[config.mk]
export PLATFORM = sky130hd
export DESIGN_NAME = vuart_mc
export DESIGN_NICKNAME = d
export VERILOG_FILES = /design/src/rtl/vuart_mc.sv
export SDC_FILE = /design/constraint.sdc
export NUM_CORES = 1
export LEC_CHECK = 0
export BUFFER_PORTS_ARGS = -buffer_cell sky130_fd_sc_hd__buf_4
export CAP_MARGIN = 0
export CORE_ASPECT_RATIO = 1.5
export CORE_MARGIN = 2
export CORE_UTILIZATION = 52
export CTS_CLUSTER_DIAMETER = 80
export DETAILED_ROUTE_END_ITERATION = 16
export GPL_TIMING_DRIVEN = 1
export PLACE_DENSITY = 0.68
export SLEW_MARGIN = 15
export SYNTH_ARGS = -nofsm -noshare
export SYNTH_HDL_FRONTEND = slang
export SYNTH_SLANG_ARGS = --single-unit
[constraint.sdc]
create_clock -name clk -period 6.97 [get_ports clk]
set_clock_uncertainty 0.2 [all_clocks]
set_input_delay 1.394 -clock clk [delete_from_list [all_inputs] [get_ports clk]]
set_output_delay 1.394 -clock clk [all_outputs]
set_load 0.005 [all_outputs]
[src/rtl/vuart_mc.sv]
// Multi-channel single-clock virtual UART: per-channel RX (host->dev) and TX (dev->host) FIFOs
// behind two zero-wait APB ports. Optional idle timeout on RX enabled by VUART_MC_RX_TIMEOUT_EN.
module vuart_mc #(
  parameter int N_CH     = 2,
  parameter int RX_DEPTH = 8,
  parameter int TX_DEPTH = 16,
  parameter int W_DATA   = 8,
  parameter int RX_TMO   = 64
) (
  input  logic              clk,
  input  logic              rst_n,
  input  logic [N_CH-1:0]   hostconn,
  output logic [N_CH-1:0]   irq,
  input  logic              host_psel,
  input  logic              host_penable,
  input  logic              host_pwrite,
  input  logic [7:0]        host_paddr,
  input  logic [31:0]       host_pwdata,
  output logic [31:0]       host_prdata,
  output logic              host_pready,
  output logic              host_pslverr,
  input  logic              dev_psel,
  input  logic              dev_penable,
  input  logic              dev_pwrite,
  input  logic [7:0]        dev_paddr,
  input  logic [31:0]       dev_pwdata,
  output logic [31:0]       dev_prdata,
  output logic              dev_pready,
  output logic              dev_pslverr
);

  localparam int RXA = $clog2(RX_DEPTH);
  localparam int RXL = $clog2(RX_DEPTH + 1);
  localparam int TXA = $clog2(TX_DEPTH);
  localparam int TXL = $clog2(TX_DEPTH + 1);

  typedef enum logic [1:0] {
    REG_STAT    = 2'd0,
    REG_FIFO    = 2'd1,
    REG_IRQCTRL = 2'd2,
    REG_RSVD    = 2'd3
  } reg_e;

  logic [2:0] w_h_ch, w_d_ch;
  reg_e       w_h_reg, w_d_reg;
  logic       w_h_err, w_d_err;

  assign w_h_ch  = host_paddr[6:4];
  assign w_d_ch  = dev_paddr[6:4];
  assign w_h_reg = reg_e'(host_paddr[3:2]);
  assign w_d_reg = reg_e'(dev_paddr[3:2]);
  // IRQCTRL belongs to the device side only.
  assign w_h_err = (int'(w_h_ch) >= N_CH) || (w_h_reg == REG_RSVD) || (w_h_reg == REG_IRQCTRL);
  assign w_d_err = (int'(w_d_ch) >= N_CH) || (w_d_reg == REG_RSVD);

  assign host_pready  = 1'b1;
  assign dev_pready   = 1'b1;
  assign host_pslverr = host_psel && host_penable && w_h_err;
  assign dev_pslverr  = dev_psel && dev_penable && w_d_err;

  logic [W_DATA-1:0] r_rx_mem [N_CH][RX_DEPTH];
  logic [W_DATA-1:0] r_tx_mem [N_CH][TX_DEPTH];
  logic [RXA-1:0]    r_rx_wp  [N_CH];
  logic [RXA-1:0]    r_rx_rp  [N_CH];
  logic [RXL-1:0]    r_rx_cnt [N_CH];
  logic [TXA-1:0]    r_tx_wp  [N_CH];
  logic [TXA-1:0]    r_tx_rp  [N_CH];
  logic [TXL-1:0]    r_tx_cnt [N_CH];
  logic [1:0]        r_tx_lvl [N_CH];
  logic [7:0]        r_rx_thresh [N_CH];
  logic [N_CH-1:0]   r_h_ovf, r_d_ovf, r_rx_en, r_tx_en;

  logic [N_CH-1:0] w_rx_push, w_rx_pop, w_rx_full, w_tx_push, w_tx_pop, w_tx_full;
  logic [N_CH-1:0] w_h_ovf_set, w_d_ovf_set, w_h_ovf_clr, w_d_ovf_clr;
  logic [N_CH-1:0] w_ctrl_wr, w_irq_nxt, w_tmo;

  always_comb begin
    logic       h_sel, d_sel, rx_req, tx_req, tx_cond;
    logic [8:0] thr;
    h_sel = 1'b0; d_sel = 1'b0; rx_req = 1'b0; tx_req = 1'b0; tx_cond = 1'b0; thr = '0;
    w_rx_push = '0; w_rx_pop = '0; w_rx_full = '0; w_tx_push = '0; w_tx_pop = '0; w_tx_full = '0;
    w_h_ovf_set = '0; w_d_ovf_set = '0; w_h_ovf_clr = '0; w_d_ovf_clr = '0;
    w_ctrl_wr = '0; w_irq_nxt = '0;
    for (int c = 0; c < N_CH; c++) begin
      h_sel = host_psel && host_penable && !w_h_err && (w_h_ch == 3'(c));
      d_sel = dev_psel && dev_penable && !w_d_err && (w_d_ch == 3'(c));
      w_rx_full[c] = (r_rx_cnt[c] == RXL'(RX_DEPTH));
      w_tx_full[c] = (r_tx_cnt[c] == TXL'(TX_DEPTH));
      w_rx_pop[c]  = d_sel && !dev_pwrite && (w_d_reg == REG_FIFO) && (r_rx_cnt[c] != '0);
      w_tx_pop[c]  = h_sel && !host_pwrite && (w_h_reg == REG_FIFO) && (r_tx_cnt[c] != '0);
      rx_req = h_sel && host_pwrite && (w_h_reg == REG_FIFO);
      tx_req = d_sel && dev_pwrite && (w_d_reg == REG_FIFO);
      // A pop in the same cycle frees the slot, so a push into a full FIFO still lands.
      w_rx_push[c]   = rx_req && (!w_rx_full[c] || w_rx_pop[c]);
      w_tx_push[c]   = tx_req && (!w_tx_full[c] || w_tx_pop[c]);
      w_h_ovf_set[c] = rx_req && !w_rx_push[c];
      w_d_ovf_set[c] = tx_req && !w_tx_push[c];
      w_h_ovf_clr[c] = h_sel && host_pwrite && (w_h_reg == REG_STAT) && host_pwdata[3];
      w_d_ovf_clr[c] = d_sel && dev_pwrite && (w_d_reg == REG_STAT) && dev_pwdata[3];
      w_ctrl_wr[c]   = d_sel && dev_pwrite && (w_d_reg == REG_IRQCTRL);

      thr = 9'(r_rx_thresh[c]);
      if (thr == '0) thr = 9'd1;
      else if (thr > 9'(RX_DEPTH)) thr = 9'(RX_DEPTH);
      case (r_tx_lvl[c])
        2'd0: tx_cond = (r_tx_cnt[c] == '0);
        2'd1: tx_cond = (r_tx_cnt[c] < TXL'(TX_DEPTH / 2));
        2'd2: tx_cond = (r_tx_cnt[c] < TXL'(3 * TX_DEPTH / 4));
        2'd3: tx_cond = !w_tx_full[c];
      endcase
      w_irq_nxt[c] = (r_rx_en[c] && ((9'(r_rx_cnt[c]) >= thr) || w_tmo[c])) ||
                     (r_tx_en[c] && tx_cond);
    end
  end

  // NOTE: FIFO storage carries no reset; the pointers and counts define which entries are valid.
  always_ff @(posedge clk) begin
    for (int c = 0; c < N_CH; c++) begin
      if (w_rx_push[c]) r_rx_mem[c][r_rx_wp[c]] <= host_pwdata[W_DATA-1:0];
      if (w_tx_push[c]) r_tx_mem[c][r_tx_wp[c]] <= dev_pwdata[W_DATA-1:0];
    end
  end

  always_ff @(posedge clk or negedge rst_n) begin
    if (!rst_n) begin
      for (int c = 0; c < N_CH; c++) begin
        r_rx_wp[c] <= '0; r_rx_rp[c] <= '0; r_rx_cnt[c] <= '0;
        r_tx_wp[c] <= '0; r_tx_rp[c] <= '0; r_tx_cnt[c] <= '0;
        r_tx_lvl[c] <= '0; r_rx_thresh[c] <= '0;
      end
      r_h_ovf <= '0; r_d_ovf <= '0; r_rx_en <= '0; r_tx_en <= '0;
      irq     <= '0;
    end else begin
      for (int c = 0; c < N_CH; c++) begin
        if (w_rx_push[c]) r_rx_wp[c] <= r_rx_wp[c] + RXA'(1);
        if (w_rx_pop[c])  r_rx_rp[c] <= r_rx_rp[c] + RXA'(1);
        if (w_rx_push[c] && !w_rx_pop[c])      r_rx_cnt[c] <= r_rx_cnt[c] + RXL'(1);
        else if (!w_rx_push[c] && w_rx_pop[c]) r_rx_cnt[c] <= r_rx_cnt[c] - RXL'(1);
        if (w_tx_push[c]) r_tx_wp[c] <= r_tx_wp[c] + TXA'(1);
        if (w_tx_pop[c])  r_tx_rp[c] <= r_tx_rp[c] + TXA'(1);
        if (w_tx_push[c] && !w_tx_pop[c])      r_tx_cnt[c] <= r_tx_cnt[c] + TXL'(1);
        else if (!w_tx_push[c] && w_tx_pop[c]) r_tx_cnt[c] <= r_tx_cnt[c] - TXL'(1);
        if (w_h_ovf_set[c])      r_h_ovf[c] <= 1'b1;
        else if (w_h_ovf_clr[c]) r_h_ovf[c] <= 1'b0;
        if (w_d_ovf_set[c])      r_d_ovf[c] <= 1'b1;
        else if (w_d_ovf_clr[c]) r_d_ovf[c] <= 1'b0;
        if (w_ctrl_wr[c]) begin
          r_rx_en[c]     <= dev_pwdata[0];
          r_tx_en[c]     <= dev_pwdata[1];
          r_tx_lvl[c]    <= dev_pwdata[3:2];
          r_rx_thresh[c] <= dev_pwdata[15:8];
        end
      end
      irq <= w_irq_nxt;
    end
  end

`ifdef VUART_MC_RX_TIMEOUT_EN
  localparam int TMW = $clog2(RX_TMO + 1);
  logic [TMW-1:0] r_tmo_cnt [N_CH];

  always_ff @(posedge clk or negedge rst_n) begin
    if (!rst_n) begin
      for (int c = 0; c < N_CH; c++) r_tmo_cnt[c] <= '0;
    end else begin
      for (int c = 0; c < N_CH; c++) begin
        if (w_rx_push[c] || w_rx_pop[c] || (r_rx_cnt[c] == '0)) r_tmo_cnt[c] <= '0;
        else if (r_tmo_cnt[c] != TMW'(RX_TMO))                   r_tmo_cnt[c] <= r_tmo_cnt[c] + TMW'(1);
      end
    end
  end

  always_comb begin
    w_tmo = '0;
    for (int c = 0; c < N_CH; c++) w_tmo[c] = (r_tmo_cnt[c] == TMW'(RX_TMO));
  end
`else
  assign w_tmo = '0;
`endif

  // Read data is relative to the reading port: the host receives from TX, the device from RX.
  always_comb begin
    host_prdata = '0;
    dev_prdata  = '0;
    for (int c = 0; c < N_CH; c++) begin
      if (host_psel && !w_h_err && (w_h_ch == 3'(c))) begin
        case (w_h_reg)
          REG_STAT: begin
            host_prdata[0]         = (r_tx_cnt[c] != '0);
            host_prdata[1]         = !w_rx_full[c];
            host_prdata[2]         = hostconn[c];
            host_prdata[3]         = r_h_ovf[c];
            host_prdata[8 +: TXL]  = r_tx_cnt[c];
            host_prdata[16 +: RXL] = r_rx_cnt[c];
          end
          REG_FIFO: if (r_tx_cnt[c] != '0) begin
            host_prdata[W_DATA-1:0] = r_tx_mem[c][r_tx_rp[c]];
            host_prdata[31]         = 1'b1;
          end
          default: ;
        endcase
      end
      if (dev_psel && !w_d_err && (w_d_ch == 3'(c))) begin
        case (w_d_reg)
          REG_STAT: begin
            dev_prdata[0]         = (r_rx_cnt[c] != '0);
            dev_prdata[1]         = !w_tx_full[c];
            dev_prdata[2]         = hostconn[c];
            dev_prdata[3]         = r_d_ovf[c];
            dev_prdata[4]         = w_tmo[c];
            dev_prdata[8 +: RXL]  = r_rx_cnt[c];
            dev_prdata[16 +: TXL] = r_tx_cnt[c];
          end
          REG_FIFO: if (r_rx_cnt[c] != '0) begin
            dev_prdata[W_DATA-1:0] = r_rx_mem[c][r_rx_rp[c]];
            dev_prdata[31]         = 1'b1;
          end
          REG_IRQCTRL: begin
            dev_prdata[0]    = r_rx_en[c];
            dev_prdata[1]    = r_tx_en[c];
            dev_prdata[3:2]  = r_tx_lvl[c];
            dev_prdata[15:8] = r_rx_thresh[c];
          end
          default: ;
        endcase
      end
    end
  end

  logic w_unused;
  assign w_unused = ^{host_paddr, dev_paddr, host_pwdata, dev_pwdata};

endmodule
==> reports/metrics.csv, run 1 <==
metric,value,unit
outcome,"finished, final reports clean",
synthesized area per cell,17.2,um2
pins over their slew limit,0,
Crit Path Category,reg2out,
DRT Wirelength,42.6,mm
max cap viols,0,
RSZ-0062 raised after global routing,false,
Final Cycle Share,70.8,%
Hold Path Class,reg2reg,
area of the multi-input gates,6270,um2
post-synthesis adder-cell area fraction,2.63,%
CP Launch Type,flop,
Yosys cell types,70,
Critical-path top delay cell,dfrtp_1,
Met3 Wirelength,1.83,mm
die area,40500,um2
# H-tree levels,2,
"CTS clk-pin slew, worst paths",0.06,ns
share of cells above drive strength 1,24.4,%
Cells after Synth,1172,
Crit path arrival time,3.34,ns
Iteration-0 DRC Markers,863,
Final Non-Filler Cells,1780,
Setup crit end kind,output port,
Async SR Flop Fraction,16.5,%
Metal-1 WL,16.5,mm
Final Hold Vio Count,0,
CTS tree,yes,
maximum number of pins on one net before global-route repair,77,
routed len/inst,23.9,um
Worst slew margin,29.8,%
WP data required,5.38,ns
FMAX,203,MHz
synth warn,0,
starting density of the core,52.6,%
Ports,160,
CTS Buf Count,41,
GRT overflow,0,
ant diodes,0,
Setup TNS,0,ns
WHS Path Cells,1,
Post-CTS Setup Bufs,0,
ranking of synthesized cells by area,"edfxtp_1 57%, mux4_2 9.7%, dfrtp_1 9.4%",
DRC,0,
worst skew pair latency,0.55,ns
critical path peak fanout,21,
hold-fix buffers at CTS,0,
Placed Instances,1708,
clock network fraction of total power,39.1,%
global-route wire length before repair,64.2,mm
min-delay src,r_tx_rp[6],
Synth Area in Compound Gates,3.85,%
largest area contributor in the netlist,edfxtp_1,
first-pass detailed-route iteration total,6,
part of the power in combinational logic,6.5,%
die height,245,um
final net count,1386,
Design Power,5.67,mW
vias per cell,5.96,
Fill cells,2912,
register area share after synthesis,66.5,%
Root Driver,clkbuf_16,
Layout area overhead,11.2,%
Post-Syn Area,20200,um2
VDD IR max,227,uV
"reg-to-reg slack, setup",3.52,ns
ys flop type,edfxtp_1,
row count,88,
vias,10600,
HPWL reported at the end of detailed placement,28.5,mm
final setup violation count,0,
sequential share of power,54.4,%
P_int,4.44,mW
"FF+latch count, synth",460,
Reg2Reg Launch Point,r_tx_cnt[8],
"antenna viol nets, final",0,
xor/xnor share of the synthesized area,1.65,%
Post-Synth Simple-Gate Area,6.75,%
worst reg-to-reg path cell count,12,
Hold Path End,r_tx_rp[6],
R2R Path End,r_tx_cnt[9],
RePlAce Congestion,0.800,
Die Wd,165,um
Sw Pwr,1.23,mW
total track usage,21.6,%
vias in the first global route,10700,
CP peak stage delay,0.82,ns
top layer in use,met4,
Tightest Pin Transition,1.05,ns
initial antenna violation count,0,
Core Area,38400,um2
fin crit period,4.94,ns
Net Sw Frac,21.8,%
Yosys top cell area share,57.1,%
largest family of logic cells by synthesized area,multiplexers,
multiplexer share of the synthesized area,15.6,%
crit-path cells,buf_4 -> mux4_2 -> nor2b_1 -> a21oi_1 -> a211oi_1 -> or3_1 -> buf_4,
CTS max path bufs,3,
Post-synth EDFFs,384,
Storage cell area,13400,um2
Static Leak,7.85,nW
met2 WL,22.8,mm
post-cts sizing count,0,
Cell Pwr Density,253,nW/um2
I/O Buffers,87,
CP dominant cell by count,buf_4,
Sink Count,460,
[sequential cells by signal (all words and copies together), names as in the netlist]
| signal | cells |
|---|---|
| r_tx_en | 2 |
| r_rx_en | 2 |
| r_rx_thresh | 16 |
| r_d_ovf | 2 |
| r_tx_wp | 8 |
| r_rx_wp | 6 |
| r_rx_cnt | 8 |
| r_rx_mem | 128 |
| irq | 2 |
| r_tx_rp | 8 |
| r_tx_lvl | 4 |
| r_tx_mem | 256 |
| r_tx_cnt | 10 |
| r_rx_rp | 6 |
| r_h_ovf | 2 |
[per-layer routing]
layer  up-vias  GRT usage, %
li1       4748             -
met3        74          2.73
met1      5479          27.2
met5         -             0
met4         0          7.37
met2       306          38.6
[power by group through the flow]
stage / registers [mW] / clock network [mW] / logic, mW
after floorplan: 3.11 / 0 / 0.264
after global placement: 3.14 / 0 / 0.361
after detailed placement: 3.14 / 0 / 0.372
after CTS: 3.08 / 2.26 / 0.374
after global routing: 3.09 / 2.36 / 0.412
final: 3.08 / 2.22 / 0.370
[placed cells by master, fill, tap and decap left out, drive strengths merged, types with 24 or more instances in the layout]
cell type  instances
edfxtp           384
conb              26
xnor2             27
mux2i             30
nand2             51
a21oi             24
clkbuf            59
dfrtp             76
mux4             103
ha                36
buf              101
mux2              41
nor2              59
[worst max-delay path by stage]
stage,startpoint,endpoint,slack [ns],cells past startpoint
2_1_floorplan,dev_paddr[6],dev_prdata[0],2.77,4
3_3_place_gp,dev_paddr[6],dev_prdata[0],2.21,7
3_5_place_dp,host_paddr[3],host_prdata[1],2.15,7
4_1_cts,r_tx_rp[1],host_prdata[2],1.94,7
5_1_grt,r_tx_rp[1],host_prdata[2],1.77,7
6_report,r_tx_rp[1],host_prdata[2],2.03,7
[worst max-delay path, delay by kind of cell, from the launching register on]
family | cells | cell delay [ns]
muxes | 1 | 0.54
and+or+nand+nor | 2 | 0.59
DFF | 1 | 0.82
buffers and inverters | 2 | 0.60
AOI/OAI and AO/OA | 2 | 0.24
[kinds of logic after synthesis]
family / Yosys count
other: 2
XOR/XNOR: 38
AND/OR/NAND/NOR: 242
adder cells (fa/ha/maj): 40
buffers and inverters: 102
AO/OA/AOI/OAI: 114
multiplexers: 174
flip-flops: 460
[synthesized netlist by cell type (3+ instances only)]
master and instances:
nand2b_1 10, nor3_2 3, ha_1 36, or3_1 6, and4b_1 9, clkbuf_1 18
nand3_1 11, buf_4 30, and2_1 6, buf_6 8, nand2_1 50, fa_1 4
a211oi_2 3, nor3_1 14, and4bb_2 5, buf_2 21, or4_1 3, nor2b_1 17
a31oi_1 3, a211oi_1 9, a21oi_1 24, nor2_1 59, mux2i_1 30, o21ai_0 20
mux4_1 16, nand4_1 6, and2b_1 3, o22ai_1 8, mux2_2 40, edfxtp_1 384
a22oi_1 22, xor2_1 11, dfrtp_1 76, buf_1 3, and3_1 17, xnor2_1 27
and4_1 4, mux4_2 87, a21o_1 13, inv_1 17
[per-stage QoR]
stage / util (%) / hold slack (ns) / setup WS [ns] / cell area (um2)
3_3_place_gp: 55.0 / 0.285 / 2.21 / 21100
4_1_cts: 58.4 / 0.300 / 1.94 / 22500
6_report: 58.4 / 0.300 / 2.03 / 22500
3_5_place_dp: 55.0 / 0.285 / 2.15 / 21100
2_1_floorplan: - / 0.263 / 2.77 / 20300
5_1_grt: 58.4 / 0.315 / 1.77 / 22500
[cell type report]
| class | instances | area share, % |
|---|---|---|
| sequential | 460 | 59.8 |
| multi-input combinational | 634 | 27.9 |
| clock buffer | 59 | 5.24 |
| timing repair buffer | 101 | 3.38 |
| tap | 495 | 2.76 |
| clock inverter | 13 | 0.596 |
| inverter | 18 | 0.301 |
(Power assumes the default switching activity.)
==> run 2: changes to the inputs <==
--- a/config.mk
+++ b/config.mk
@@ -13,7 +13,7 @@
 export CTS_CLUSTER_DIAMETER = 80
 export DETAILED_ROUTE_END_ITERATION = 16
 export GPL_TIMING_DRIVEN = 1
-export PLACE_DENSITY = 0.68
+export PLACE_DENSITY = 0.7
 export SLEW_MARGIN = 15
 export SYNTH_ARGS = -nofsm -noshare
 export SYNTH_HDL_FRONTEND = slang
==> constraint.sdc (replaced) <==
create_clock -name clk -period 4.05 [get_ports clk]
set_clock_uncertainty 0.2 [all_clocks]
set_input_delay 0.81 -clock clk [delete_from_list [all_inputs] [get_ports clk]]
set_output_delay 0.81 -clock clk [all_outputs]
set_load 0.005 [all_outputs]
==> run 2 against run 1 <==
  * Cell count up 2.2%
  * Utilization up 0.95 points
  * Combinational power up 77%
  * Routed wire length up 0.85%
  * Register-to-register slack worse by 2.8 ns
  * Via count up 0.79%
  * Power up 77%
  * Hold slack worse by 0.067 ns
  * First-iteration DRC count up 0.23%
  * Worst setup slack worse by 1.9 ns
  * Sequential share of layout area down 0.96 points
==> reports/metrics.csv, run 2 (synthesized netlist as in run 1, its figures left out) <==
metric,value,unit
CTS Buf Count,43,
vias per cell,5.88,
Die Wd,165,um
VDD IR max,400,uV
# H-tree levels,2,
Core Area,38400,um2
ant diodes,0,
Setup TNS,0,ns
Final Non-Filler Cells,1819,
CP peak stage delay,0.56,ns
family with the most delay on the worst path,flip-flops,
initial antenna violation count,0,
vias in the first global route,11000,
share of cells above drive strength 1,26.7,%
vias,10700,
DRT Wirelength,42.9,mm
HPWL reported at the end of detailed placement,29.3,mm
outcome,"finished, final reports clean",
die area,40500,um2
Hold Path Class,in2async,
final core utilization,59.4,%
row count,88,
die height,245,um
pins over their slew limit,0,
CTS max path bufs,3,
I/O Buffers,87,
Final Hold Vio Count,0,
Crit Path Category,reg2out,
Tightest Pin Transition,1.02,ns
final setup violation count,0,
Reg2Reg Launch Point,r_tx_cnt[8],
Cell Pwr Density,440,nW/um2
Placed Instances,1743,
DRC,0,
Iteration-0 DRC Markers,865,
RePlAce Congestion,0.828,
"CTS clk-pin slew, worst paths",0.06,ns
max cap viols,0,
worst skew pair latency,0.54,ns
Worst path depth,7,
most frequent cells in the layout,"384 x edfxtp_1, 134 x buf_4, 87 x mux4_2",
Post-CTS Setup Bufs,0,
Root Driver,clkbuf_16,
Crit path arrival time,2.91,ns
"antenna viol nets, final",0,
Crit path buffers/inverters,2,
Final Cycle Share,96.8,%
total track usage,21.8,%
worst reg-to-reg path cell count,12,
Setup crit end kind,output port,
maximum number of pins on one net before global-route repair,77,
CP Launch Type,flop,
Layout area overhead,13.0,%
Sink Count,460,
CP startpoint,r_tx_rp[0],
"commonest non-fill, non-tap cell in the layout",edfxtp_1,
routed len/inst,23.6,um
FMAX,255,MHz
final net count,1423,
Worst slew margin,31.7,%
Largest register FFs,256,
Static Leak,8.11,nW
starting density of the core,52.6,%
WP data required,3.04,ns
critical path peak fanout,12,
fin crit period,3.92,ns
first-pass detailed-route iteration total,5,
global-route wire length before repair,65.3,mm
GRT overflow,0,
Ports,160,
crit-path cells,mux4_2 -> nor2b_1 -> a211oi_1 -> a211oi_1 -> buf_4 -> or3_1 -> buf_4,
Critical-path top delay cell,dfrtp_4,
CTS tree,yes,
-- run 2: cell types whose count changed in the layout (fill, tap and decap cells not counted), sizes merged --
cell      delta
clkinv      +11
bufinv       +4
clkbuf      -10
buf         +35
clkinvlp     -3
inv          +2
-- run 2: cell type report --
| cell class | instances | area, um2 |
|---|---|---|
| clock buffer | 49 | 1140 |
| clock inverter | 27 | 287 |
| fill | 2891 | 15600 |
| inverter | 18 | 67.6 |
| multi-input combinational | 634 | 6250 |
| sequential | 460 | 13400 |
| tap | 495 | 619 |
| timing repair buffer | 136 | 1030 |
-- run 2: worst paths after layout --
kind	slack (ns)	end
max in group asynchronous	2.61	r_tx_rp[0]
min in group clk	0.31	r_rx_thresh[2]
worst max register to register	0.76	r_tx_cnt[9]
worst max-delay path	0.13	host_prdata[2]
worst min register to register	0.31	r_h_ovf[0]
worst min-delay path	0.23	irq[1]
-- run 2: where the power goes --
part	switching [mW]	leakage (nW)	internal, mW
sequential	0.118	4.47	5.19
clock	1.69	0.708	2.40
combinational	0.350	2.93	0.305
total	2.15	8.11	7.89
-- run 2: metal layers --
layer  up-vias  GRT usage [%]  share of wire, %
met5         -              0                 0
met4         0           6.47               2.7
met3        75           2.82               4.2
met2       287           39.6                54
met1      5506           27.1                39
li1       4823              -                 -
-- run 2: repair_timing --
action | 4_1_cts | 5_1_grt
setup endpoints to repair | 3 | 2
hold buffers | 0 | 0
resized for setup | 2 | 2
-- run 2: stage by stage --
step	setup slack (ns)	power [mW]	hold WS (ns)	instance area, um2
2_1_floorplan	0.689	5.80	0.263	20300
3_5_place_dp	0.383	6.06	0.298	21400
3_3_place_gp	0.408	6.03	0.285	21400
5_1_grt	-0.0219	10.4	0.307	22800
4_1_cts	0.00417	10.1	0.278	22800
6_report	0.131	10.0	0.233	22800
